===== config.mk =====
export PLATFORM = sky130hd
export DESIGN_NAME = clk_divider_prog
export DESIGN_NICKNAME = d
export VERILOG_FILES = /design/src/rtl/clk_divider_prog.sv
export SDC_FILE = /design/constraint.sdc
export NUM_CORES = 1
export LEC_CHECK = 0
export BUFFER_PORTS_ARGS = -buffer_cell sky130_fd_sc_hd__buf_4
export CAP_MARGIN = 20
export CORE_UTILIZATION = 54
export CTS_BUF_LIST = sky130_fd_sc_hd__clkbuf_2
export DETAILED_ROUTE_END_ITERATION = 8
export GPL_TIMING_DRIVEN = 0
export PLACE_DENSITY = 0.78
export SYNTH_ARGS = -nofsm -noshare
export SYNTH_HDL_FRONTEND = slang
export SYNTH_SLANG_ARGS = --single-unit

===== constraint.sdc =====
create_clock -name Clk -period 4.6 [get_ports Clk]
set_input_delay 0.69 -clock Clk [delete_from_list [all_inputs] [get_ports Clk]]
set_output_delay 0.69 -clock Clk [all_outputs]
set_load 0.02 [all_outputs]

===== src/rtl/clk_divider_prog.sv =====
// Programmable clock divider.
// Clk_out toggles every Half_cur enabled Clk cycles, and Tick pulses for one
// cycle on each toggle. A new half-period is loaded into a pending register and
// only takes effect on a wrap, or at once while the divider is stopped, so a
// half-period that has already started always completes at the old rate.
//
// Handshake: there is no valid/ready pair. Load is a single-cycle strobe that
// is always accepted. Pending stays high from the edge that captures the value
// until the edge that applies it.
module clk_divider_prog #(
  parameter int CNT_W        = 26,
  parameter int DEFAULT_HALF = 25000000
) (
  input  logic             Clk,
  input  logic             Rst_n,
  input  logic             En,
  input  logic [CNT_W-1:0] Half_in,
  input  logic             Load,
  output logic             Clk_out,
  output logic             Tick,
  output logic             Pending,
  output logic [CNT_W-1:0] Half_cur
);

  localparam logic [CNT_W-1:0] ONE      = CNT_W'(1);
  localparam logic [CNT_W-1:0] HALF_RST = CNT_W'(DEFAULT_HALF);

  logic [CNT_W-1:0] cnt;
  logic [CNT_W-1:0] pend_half;
  logic [CNT_W-1:0] load_val;
  logic             wrap;

  // Wrap test uses >= so that a half-period shortened while stopped can never
  // leave the counter stranded above the new limit.
  always_comb begin
    wrap     = En && (cnt >= (Half_cur - ONE));
    load_val = (Half_in == '0) ? ONE : Half_in;
  end

  // Counter, divided clock, tick pulse and half-period update.
  always_ff @(posedge Clk) begin
    if (!Rst_n) begin
      cnt       <= '0;
      Clk_out   <= 1'b0;
      Tick      <= 1'b0;
      Half_cur  <= HALF_RST;
      pend_half <= HALF_RST;
      Pending   <= 1'b0;
    end else begin
      if (wrap) begin
        cnt     <= '0;
        Clk_out <= ~Clk_out;
        Tick    <= 1'b1;
      end else if (En) begin
        cnt  <= cnt + ONE;
        Tick <= 1'b0;
      end else begin
        Tick <= 1'b0;
      end

      // A load always wins over applying, so a load on a wrap edge waits for
      // the following wrap.
      if (Load) begin
        pend_half <= load_val;
        Pending   <= 1'b1;
      end else if (Pending && (wrap || !En)) begin
        Half_cur <= pend_half;
        Pending  <= 1'b0;
      end
    end
  end

endmodule


* Word-level counts from Yosys, hierarchy flattened
Index checks and enable logic that the tools add are counted.
** Storage, ports and cells
- Word-level logic and storage cells :: 24
- Flip-flop bits (word level) :: 81
- Input port bits :: 30
- Output and inout bits :: 29
** Cells by class
- $lt $le $gt $ge :: 1
- Bitwise gates (word level) :: 3
- Reduce and logical (&&, ||, !) cells :: 8
- $add $sub $neg :: 2
- Mux-type cells :: 4
** Operators with widths (count)
- $add A26 B1 Y26 const B :: 1
- $ge A26 B26 Y1 :: 1
- $logic_not A26 Y1 :: 1
- $mux W26 :: 1
- $sub A26 B1 Y26 const B :: 1
- $mux W1 :: 3
- $not A1 Y1 :: 3
- $logic_and A1 B1 Y1 :: 2
- $reduce_and A2 Y1 :: 1
- $reduce_bool A2 Y1 :: 1
- $reduce_or A2 Y1 :: 1
- $logic_not A1 Y1 :: 1
- $logic_or A1 B1 Y1 :: 1

* Logic depth before layout (Yosys ltp)
Gate-level depths: netlist of the first run.
- Depth in word-level cells :: 7
- Mapped depth :: 17
- Gate-level depth less buffers :: 14

* Least setup slack after synthesis of the first run
No wires, ideal clock.
- Path type :: reg2reg
- Start point :: register Half_cur[6]
- End point :: register Half_cur[10]
- Buffers on the path :: 2
- Cell stages (with the launch flop) :: 15
- Setup slack :: -0.007 ns
- Arrival :: 4.536 ns
- Setup time :: 0.072 ns
- Period minus slack after synthesis :: 4.607 ns
- Required time :: 4.528 ns
- Cell sequence :: dfxtp_1 or4_4 or4_4 or3_4 or4_4 nor4_4 xnor2_1 ha_1 nand4_1 or4_1 o211ai_1 o311a_1 buf_2 buf_2 mux2i_1
** On the way
- Word-level cells in the longest chain between the ends :: 6
** Ends and longest elaborated chain
- start, declared :: line 22 : output logic [CNT_W-1:0] Half_cur
- start signal, assigned :: line 67 : Half_cur <= pend_half;
- $sub A26 B1 Y26 :: line 36 : wrap = En && (cnt >= (Half_cur - ONE));
- $ge A26 B26 Y1 :: line 36
- $logic_and A1 B1 Y1 :: line 36
- $logic_or A1 B1 Y1 :: line 66 : end else if (Pending && (wrap || !En)) begin
- $logic_and A1 B1 Y1 :: line 66
- $reduce_and A2 Y1 (no line)
No other way between the ends.
A chain may end at the register's enable or synchronous reset.

* Worst setup path in the final report of the first run
- Start point :: register Half_cur[7]
- End point :: register Half_cur[14]
The elaborated chain is that of the path after synthesis.

==> results, run 1 <==
- The complex-gate fraction of the synthesized area is 5.46%.
- Summing all placed instances gives a cell area of 0.00504 mm^2.
- The total number of vias is 3814.
- In the synthesized netlist the dominant register cell turns out to be dfxtp_1.
- For this run, the total global-route usage over all layers was measured as 25.3%.
- The multiplexer share of the synthesized area is 11.6%.
- The cell depth of the worst min-delay path is 3.
- The initial standard-cell utilization of the core is 56.9%.
- The main combinational cell family by area after synthesis is simple AND/OR/NAND/NOR gates.
- The clock latency of the later-clocked register in the worst-skew pair is 570 ps.
- The clock tree from TritonCTS is built.
- The worst setup path category is flop to flop.
- The post-route netlist has 19.1% of its cells at a drive strength greater than 1.
- The number of synthesis warnings is 0.
- The tightest slew margin relative to the limit is 55.7%.
- In this run the cell area of the synthesized design comes to 0.00449 mm^2.
- Setup slack on the worst reg-to-reg path comes out at 130 ps.
- Across the run, the number of max-cap violations was 0.
- The number of enable flip-flop cells after synthesis is 0.
- The total wire length is 10.5 mm.
- The endpoint kind of the worst setup timing path is a flop.
- The run finished with clean final reports.
- The final-layout setup total negative slack is 0 ps.
- For this run, the top clock speed supported by timing is 0.224 GHz.
- The worst flop-to-flop path startpoint is Half_cur[7].
- The die covers 0.00868 mm^2.
- The register area share after synthesis is 36.1%.
- After clock tree synthesis, the clock-pin slew on the worst setup and hold paths is 240 ps.
- For hold timing, the worst endpoint is pend_half[19].
- The number of I/O pins is 59.
- The number of nets in the final layout is 633.
- The ratio of final minimum period to clock period is 97.1%.
- IR analysis of the VDD net gives a maximum drop of 0.000168 V.
- The buffer type at the clock tree root is clkbuf_2.
- The slew at the pin with the worst max-slew slack is 665 ps.
- In the synthesized netlist, the number of instances is 494.
- The initial antenna violation count is 0.
- The startpoint type of the worst setup path is a flop.
- The maximum buffer depth of the clock tree is 2.
- In the synthesized netlist the async set-or-reset flop fraction comes to 0%.
- Synthesis instantiated 49 different standard cells from the library.
- The number of I/O port buffers is 56.
- The detailed-route DRC error count is 0.
- At the worst endpoint, the arrival time is 4970 ps.
- The launch instance of the worst min-delay path is Half_in[19].
- On the final layout, the worst clock skew is 26.0 ps.
- The via-per-instance ratio is 5.59.
- The growth of design area from synthesis to finish is 19.0%.
- The final hold violation count is 0.
- The required time of the worst setup path is 5100 ps.
- The clock period minus final worst setup slack is 4470 ps.
- In this run the worst hold path is classified as input pin to flop.
- In this run the static leakage power is 2.11 nW.
- The number of design-rule violations left by the first detailed-router iteration is 122.
- In this run the number of H-tree levels came out at 3.
- The number of pins with negative max-slew slack in the final report is 0.
- In this run the vertical extent of the chip is 93.2 um.
- The clock sink count is 81.
- The region available for standard cell placement spans 0.00789 mm^2.
- The detail route stage leaves a number of antenna-violating nets equal to 0.
- In this run, synthesis produced a sequential element count of 81.
- The depth of the most critical reg-to-reg path is 14.
- The site row count is 32.
- The first TritonRoute pass finished after 4 iterations.
- The share of Yosys cell area claimed by the top area cell type is 36.1%.
- The basic-gate share of the synthesized area counting and, or, nand and nor cells is 27.5%.
- The power after layout is 1.22 mW.
- After synthesis, the cell types taking the most area are dfxtp_1 36%, mux2i_1 12%, ha_1 7.8%.
- The net count of the mapped netlist is 552.
- Once detailed placement completed, the half-perimeter wirelength came to 7.87 mm.
- The cell accounting for the most synthesized area is dfxtp_1.
- The die is 93.2 um wide.
- Setup repair after global routing could not meet its margin everywhere.
- The xor-xnor portion of the synthesized cell area is 8.58%.
- For this run the aggregate overflow at the end of global routing stands at 0.
- The finished cells cover 0.00534 mm^2.
- In the final routed layout, each cell accounts on average for 15.5 um.
- The biggest fanout along the worst timing path is 10.
- The power per unit of standard cell area is 228 mW/mm^2.
- The endpoint identified for the worst register-to-register timing path is Half_cur[14].
- The number of global-route vias before repair is 3687.
- Setup violations remaining at the end of the flow were counted as 0.
- A synthesized cell averages 9.09 um^2.
- The arithmetic-cell share of the synthesized area counting full adders, half adders and majority gates is 7.80%.
- The antenna diode count is 0.
- The TritonCTS buffer count is 9.
- The maximum number of pins on one net before global-route repair is 16.
- The global-route wire length before repair is 17.4 mm.
- The routability congestion estimate from global placement is 0.823.
-- Yosys cell counts, types with 3 or more instances --
library cell  instances
buf_2                 3
or4_4                 3
o21a_1                4
nand3_1               9
inv_1                10
mux2i_1              52
nor3b_1              21
xnor2_1              27
a211oi_1              3
nor2b_1              38
a21oi_1              10
nor3_1               10
or4_1                 3
clkbuf_1             19
nand2b_1              3
nor4_1               15
nor2_1               21
nand3b_1              4
and3_1                7
xor2_1               17
nand2_1              66
dfxtp_1              81
ha_1                 28
o21ai_0               3
nand4_1               7
-- worst max-delay path: stages (launching register included) --
cell,delay (ps)
dfxtp_4,420
or4_4,530
or4_4,440
or3_4,400
or4_4,480
nor2_2,120
xnor2_1,80
ha_1,320
nand4_1,170
or4_1,540
o211ai_1,210
o311a_1,210
buf_6,160
buf_12,150
mux2i_1,170
-- placed cells by master (no fill, tap or decap), types with 2 or more instances in the layout --
cell        instances
nand2_1            66
buf_4              70
a21oi_1            10
a211oi_1            3
dfxtp_4             2
xor2_1             17
or4_4               3
inv_1              10
nand2b_1            3
nand4b_1            2
and3_1              7
nor2b_1            38
o211ai_1            2
nor2_1             20
ha_1               28
inv_6               3
nand3b_1            4
buf_12              2
mux2i_1            52
clkinvlp_4          3
buf_1               2
xnor2_1            27
dfxtp_1            79
clkbuf_1           16
nor4_1             14
nand4_1             7
nor3_1              9
nor3b_1            21
o21ai_0             3
a21o_1              2
buf_6               3
or4_1               3
and2_1              2
a31o_2              2
o21a_1              4
nand3_1             9
clkbuf_2           10
-- worst max path at each step --
stage,start,to,depth (start not counted)
6_report,Half_cur[7],Half_cur[14],14
3_3_place_gp,Half_cur[6],Half_cur[14],16
3_5_place_dp,Half_cur[6],Half_cur[17],16
5_1_grt,Half_cur[7],Half_cur[14],14
4_1_cts,Half_cur[6],Half_cur[14],14
2_1_floorplan,Half_cur[6],Half_cur[10],14
-- logic make-up after synthesis --
kind of cell / Yosys count
compound gates: 34
xor+xnor: 44
fa+ha+maj: 28
buf+inv: 34
flops: 81
mux: 52
simple gates: 221
-- through the flow --
stage	hold WS, ps	cells	setup slack [ps]	utilization [%]
finish	328	682	134	67.7
detailed placement	456	652	-488	63.9
global placement	454	652	-377	63.9
global route	329	682	-78.4	67.7
CTS	325	672	4.36	66.0
floorplan	435	494	-7.25	-
-- metal layers --
metal / track usage, % / vias to the layer above / part of all wire, %
met2: 44.5 / 89 / 50
met5: 0 / - / 0
met1: 32.0 / 1809 / 45
met3: 3.17 / 15 / 3.6
met4: 8.08 / 0 / 1.5
li1: - / 1901 / -
-- power breakdown --
group          switching (mW)  internal (mW)
clock                   0.276         0.0785
combinational          0.0643         0.0644
sequential             0.0157          0.721
-- registers in the layout, summed over array words and instances, names as in the netlist --
| name | flops |
|---|---|
| Half_cur | 26 |
| cnt | 26 |
| pend_half | 26 |
| Clk_out | 1 |
| Pending | 1 |
| Tick | 1 |
-- what timing repair did --
item,4_1_cts,5_1_grt
hold buffers,0,0
pin swaps,0,5
buffers inserted,5,9
cloned,0,1
endpoints found under the setup margin,48,44
resized for setup,12,16
-- area by class of cell --
type	count	area, um^2
clock inverter	6	48.8
sequential	81	1630
fill	635	2550
tap	102	128
multi-input combinational	379	2760
inverter	10	37.5
buffer	23	134
timing repair buffer	71	558
clock buffer	10	50.0
No activity file was read; power rests on OpenSTA's default activity.
==> run 2, diff against run 1 <==
==> config.mk (replaced) <==
export PLATFORM = sky130hd
export DESIGN_NAME = clk_divider_prog
export DESIGN_NICKNAME = d
export VERILOG_FILES = /design/src/rtl/clk_divider_prog.sv
export SDC_FILE = /design/constraint.sdc
export NUM_CORES = 1
export LEC_CHECK = 0
export CAP_MARGIN = 20
export CORE_UTILIZATION = 40
export CTS_BUF_LIST = sky130_fd_sc_hd__clkbuf_2
export DETAILED_ROUTE_END_ITERATION = 8
export DONT_BUFFER_PORTS = 1
export GPL_TIMING_DRIVEN = 0
export SLEW_MARGIN = 20
export SYNTH_ARGS = -nofsm -noshare
export SYNTH_HDL_FRONTEND = slang
export SYNTH_SLANG_ARGS = --single-unit
==> results, run 2 (same netlist as run 1, synthesis figures left out) <==
- After detailed routing, the average wire length per cell comes to 16.3 um.
- The maximum number of pins on one net before global-route repair is 16.
- The required time of the worst setup path is 5100 ps.
- The clock period minus final worst setup slack is 4600 ps.
- The area inside the core boundary is 0.0109 mm^2.
- The biggest fanout along the worst timing path is 10.
- The initial standard-cell utilization of the core is 41.2%.
- The power per unit of standard cell area is 241 mW/mm^2.
- The clock sink count is 81.
- The clock-pin slew on the worst setup and hold paths is 250 ps.
- The total number of vias is 3548.
- Across the whole layout, storage elements account for 0.00163 mm^2.
- The height of the die is 108 um.
- The slew at the pin with the worst max-slew slack is 707 ps.
- The die outline width is 108 um.
- The number of I/O pins is 59.
- In the layout the commonest cells are 78 x dfxtp_1, 66 x nand2_1, 52 x mux2i_1.
- The number of pins with negative max-slew slack in the final report is 0.
- Setup repair after global routing could not meet its margin everywhere.
- The overall die area is 0.0117 mm^2.
- The clock reaches the later pin of the worst-skew pair after 560 ps.
- The path class of the tightest hold or removal check is input pin to flop.
- The run finished, with violations left.
- After layout, the worst path uses 100% of the clock period.
- The arrival time at the worst endpoint is 5100 ps.
- The pre-antenna-repair detailed-routing pass consisted of 6 iterations.
- The floorplan has 38 rows.
- The final hold violation count is 0.
- The analysis attributes to cell leakage a power of 1.82 nW.
- The routability congestion estimate from global placement is 0.830.
- In the routed design, unresolved DRC markers number 0.
- Setup violations remaining at the end of the flow were counted as 1.
- The number of nets in the final layout is 575.
- TritonCTS built the clock tree.
- The H-tree depth reported by CTS is 3.
- After global routing the overflow that remains totals 0.
- Cells with a size suffix above 1 make up 10.7% of the layout.
- The buffer type at the clock tree root is clkbuf_2.
- The critical path is of the flop to flop type.
- The detailed placement HPWL is 8.34 mm.
- After the first detailed-routing iteration, the DRC count stood at 185.
- The repair_antennas step left the layout with diodes totalling 0.
- Across the run, the number of max-cap violations was 0.
- The initial antenna violation count was 0.
- The number of I/O port buffers is 0.
- The number of fill cells is 1046.
- The largest registers in the layout are Half_cur: 26 flops, cnt: 26 flops, pend_half: 26 flops.
- In the final layout, the multi-input gates occupy 0.00277 mm^2.
- After routing the design area is 0.00495 mm^2.
- The worst slack at placement is -625 ps.
- The final setup skew is 21.9 ps.
- Leaving out fill and tap cells, the most frequent cell in the layout is dfxtp_1.
- The first global-routing pass estimated 17.7 mm of wire.
- The placed standard-cell area is 0.00466 mm^2.
- The tightest slew margin relative to the limit is 52.8%.
- The longest clock path from root to sink contains 2 buffers.
- The total routing resource utilization after global routing is 19.7%.
- The maximum resistive drop on vdd is 0.000162 V.
- In this run the remaining antenna-violating nets after routing total 0.
- The number of global-route vias before repair is 3644.
- In the post-route analysis, the smallest setup slack over all paths is -0.0488 ps.
- The growth of design area from synthesis to finish is 10.2%.
- The via-per-instance ratio is 5.36.
- The endpoint kind of the worst setup timing path is a flop.
- For this run, the top clock speed supported by timing is 0.217 GHz.
- The total wire length is 10.8 mm.
- The checks that failed: negative setup slack.
- Clock tree synthesis inserted a total of 9 buffers.
- The worst setup path is launched from a flop.
run 2: cell types whose count changed in the layout (fill, tap and decap cells not counted):
cell / change
clkbuf_16: -1
buf_6: -1
dfxtp_1: -1
xnor2_2: +1
buf_4: -58
o32ai_1: -1
o32ai_2: +1
dfxtp_2: +1
clkbuf_4: +2
xnor2_1: -1
run 2: metal layers:
layer / track usage, % / up-vias / wire, um
met5: 0 / - / 0
met4: 8.22 / 0 / 184
met3: 3.25 / 14 / 427
met2: 33.8 / 84 / 5250
met1: 24.4 / 1665 / 4940
li1: - / 1785 / -
run 2: path summary, 6_finish.rpt:
path                       from             to  slack (ps)  cells past startpoint
setup / recovery    Half_cur[7]   Half_cur[13]       -0.05                     15
setup reg to reg    Half_cur[7]   Half_cur[13]       -0.05                     15
hold reg to reg   pend_half[23]   Half_cur[23]         480                      2
hold / removal      Half_in[19]  pend_half[19]         240                      2
run 2: final cells by class:
class / instances / area share [%]
plain buffers: 23 / 2.71
clock inverters: 6 / 0.986
repair buffers: 13 / 2.05
flip-flops and latches: 81 / 32.9
well taps: 140 / 3.54
multi-input cells: 379 / 56.0
inverters: 10 / 0.759
clock buffers: 10 / 1.01
run 2: critical path, cell delays in order (launching register included):
cell and delay (ps):
dfxtp_4 450, or4_4 580, or4_4 440, or3_4 390, or4_4 480, nor3_4 140
xnor2_1 90, ha_1 330, nand4_1 200, or4_1 550, o211ai_1 90, buf_4 160
o311a_1 180, buf_6 130, buf_12 140, mux2i_1 180
run 2: power by group:
part | total [mW] | internal (mW) | switching [mW]
clock network | 0.355 | 0.0786 | 0.277
registers | 0.742 | 0.721 | 0.0204
logic | 0.0980 | 0.0454 | 0.0526
run 2: per-stage QoR:
step / hold WS [ps] / power [mW] / instances / TNS [ps] / util [%]
global route: 212 / 1.24 / 662 / -5690 / 45.4
global placement: 459 / 0.846 / 634 / -21440 / 42.8
floorplan: 435 / 0.824 / 494 / -145 / -
CTS: 221 / 1.20 / 656 / 0 / 44.7
finish: 241 / 1.19 / 662 / -0.0488 / 45.4
detailed placement: 461 / 0.849 / 634 / -23130 / 42.8
run 2: timing repair:
action                     CTS  global route
setup endpoints to repair   52            47
pin swaps                    1             8
hold buffers                 0             0
setup buffers                7             6
gates resized for setup     18             9
==> run 3, diff against run 2 <==
==> constraint.sdc (replaced) <==
create_clock -name Clk -period 4.9 [get_ports Clk]
set_input_delay 0.735 -clock Clk [delete_from_list [all_inputs] [get_ports Clk]]
set_output_delay 0.735 -clock Clk [all_outputs]
set_load 0.02 [all_outputs]
==> results, run 3 (same netlist as run 1, synthesis figures left out) <==
- For this run, the slowest stage of the critical path takes 590 ps.
- The TritonCTS buffer count is 9.
- The slew at the pin with the worst max-slew slack is 705 ps.
- The number of I/O pins is 59.
- The via-per-instance ratio is 5.39.
- The site row count is 38.
- The post-route netlist has 8.75% of its cells at a drive strength greater than 1.
- The clock passes through at most 2 buffers.
- The kind of path behind the tightest hold check is input pin to flop.
- The power after layout is 1.12 mW.
- After the last flow step, the layout net total stands at 567.
- The family of cells with the greatest summed delay on the critical path is simple AND/OR/NAND/NOR gates.
- The run finished with clean final reports.
- Counting stages on the worst path, the most repeated cell is or4_4.
- In this run the tool buffered the top-level ports with 0 buffer cells.
- TritonCTS built the clock tree.
- The ratio of final minimum period to clock period is 95.5%.
- The number of pins with negative max-slew slack in the final report was 0.
- Traced cell by cell, the critical path runs through or4_4 > or4_4 > or3_4 > or4_4 > nor4_4 > xnor2_1 > ha_1 > nand4_1 > or4_1 > o211ai_1 > buf_4 > o311a_1 > buf_6 > buf_6 > mux2i_1.
- The library cells used most frequently in the layout, excluding fill and tap cells, are 78 x dfxtp_1, 66 x nand2_1, 52 x mux2i_1.
- The number of buffer and inverter stages on the critical path is 3.
- VDD sags by at most 0.000152 V.
- Entering global routing, the biggest net connects 16 pins.
- The endpoint kind of the worst setup timing path is a flop.
- The per-cell routed wire length is 16.3 um.
- The clock latency of the later-clocked register in the worst-skew pair is 560 ps.
- The clock-pin slew on the worst setup and hold paths is 240 ps.
- Measured against its own limit, the worst slew margin works out to 53.0%.
- The buffer type at the clock tree root is clkbuf_2.
- The H-tree depth reported by CTS is 3.
- On the critical path, the stage with the largest delay is an instance of or4_4.
- The largest registers in the layout are Half_cur: 26 flops, cnt: 26 flops, pend_half: 26 flops.
- The proportion of power drawn by the clock network is 29.8%.
- The required time of the worst setup path is 5400 ps.
- In this run, the combinational gates consume 7.9% of the power.
- At the worst endpoint, the arrival time is 5170 ps.
- For this design, the sink count on the clock tree is 81.
- The internal portion of the total power is 0.791 mW.
- The first routing iteration left 185 violations.
- The final standard cell area without fillers is 0.00484 mm^2.
- In this run the register-to-register setup slack is 220 ps.
- The part of the power in registers is 62.2%.
- Along the worst path, the maximum fanout reaches 10.
- Measured along the y axis, the die boundary spans 108 um.
- Setup repair after global routing left no endpoint under its margin.
- The global-route wire length before repair is 17.8 mm.
- By startpoint and endpoint, the worst setup path is classified as flop to flop.
- The clock arrives with 24.2 ps of skew.
- The detailed placement HPWL is 8.34 mm.
- The area inside the core boundary is 0.0109 mm^2.
- For this block, the routed nets add up to 10.7 mm of wire.
- The detailed-route DRC error count is 0.
- Once the floorplan was initialized, standard cells occupied 41.2% of the core.
- After layout, the minimum clock period comes to 4680 ps.
- The startpoint type of the worst setup path is a flop.
- In this run the power spent charging and discharging nets is 0.327 mW.
- The max-cap check violation count is 0.
- The static leakage power is 1.77 nW.
- The leading cell type in the layout, fill and taps excluded is dfxtp_1.
- The growth of design area from synthesis to finish is 7.86%.
- The placed standard-cell area is 0.00466 mm^2.
- The final hold violation count came to 0.
- The routability congestion estimate from global placement is 0.830.
- The antenna diode count is 0.
- The number of fill cells is 1057.
- The maximum achievable frequency is 0.214 GHz.
- The total number of vias is 3523.
- Setup violations remaining at the end of the flow were counted as 0.
- Of the total power, the share spent switching nets is 29.3%.
- The remaining antenna violation count is 0.
- The number of global-route vias before repair is 3631.
- The initial antenna violation count is 0.
- For this design the ratio of total power to cell area is 231 mW/mm^2.
- In the global route stage, overall resource usage came out at 19.8%.
- The first TritonRoute pass finished after 4 iterations.
- The overflow left after global routing is 0.
- The overall die area is 0.0117 mm^2.
- The die is 108 um wide.
-- run 3: cell count changes in the layout (fill, tap and decap cells not counted), sizes merged --
cell  change
buf       -8
-- run 3: path summary, 6_finish.rpt --
kind                              startpoint  cells past startpoint            end
worst min-delay path             Half_in[19]                      2  pend_half[19]
worst min register to register  pend_half[0]                      2    Half_cur[0]
worst max register to register   Half_cur[6]                     15   Half_cur[24]
worst max-delay path             Half_cur[6]                     15   Half_cur[24]
-- run 3: worst reg2reg max path, stage by stage (launching register included) --
cell      delay (ps)
dfxtp_4          440
or4_4            590
or4_4            440
or3_4            410
or4_4            470
nor4_4           170
xnor2_1          120
ha_1             320
nand4_1          150
or4_1            540
o211ai_1          90
buf_4            170
o311a_1          180
buf_6            160
buf_6            180
mux2i_1          180
-- run 3: power by group through the flow --
stage	clock network, mW	registers [mW]	logic, mW
2_1_floorplan	0	0.704	0.0695
3_3_place_gp	0	0.709	0.0849
3_5_place_dp	0	0.709	0.0880
4_1_cts	0.340	0.697	0.0884
5_1_grt	0.364	0.699	0.0999
6_report	0.334	0.696	0.0886
-- run 3: final cells by class --
class	instances	area, um^2	share of cell area, %
buffer	23	115	2.38
clock buffer	10	50.0	1.03
clock inverter	6	48.8	1.01
inverter	10	37.5	0.775
multi-input combinational	379	2750	56.7
sequential	81	1630	33.7
tap	140	175	3.62
timing repair buffer	5	37.5	0.775
-- run 3: timing repair --
| action | CTS | global route |
|---|---|---|
| pin swaps | 1 | 0 |
| resized for setup | 5 | 14 |
| setup endpoints to repair | 41 | 40 |
| buffers inserted | 5 | 0 |
| hold buffers | 0 | 0 |
-- run 3: through the flow --
step | cells | hold slack, ps | util [%] | setup WS [ps] | setup TNS, ps
after CTS | 654 | 266 | 44.2 | 40.5 | 0
after floorplan | 494 | 435 | - | 293 | 0
final | 654 | 285 | 44.5 | 222 | 0
after global placement | 634 | 459 | 42.8 | -278 | -7950
after detailed placement | 634 | 461 | 42.8 | -325 | -9390
after global routing | 654 | 257 | 44.5 | 7.17 | 0
-- run 3: layer usage --
metal | vias up | track usage, % | part of all wire [%]
li1 | 1770 | - | -
met2 | 85 | 33.8 | 48
met1 | 1653 | 24.5 | 46
met3 | 15 | 3.25 | 4.1
met5 | - | 0 | 0
met4 | 0 | 8.22 | 2.0
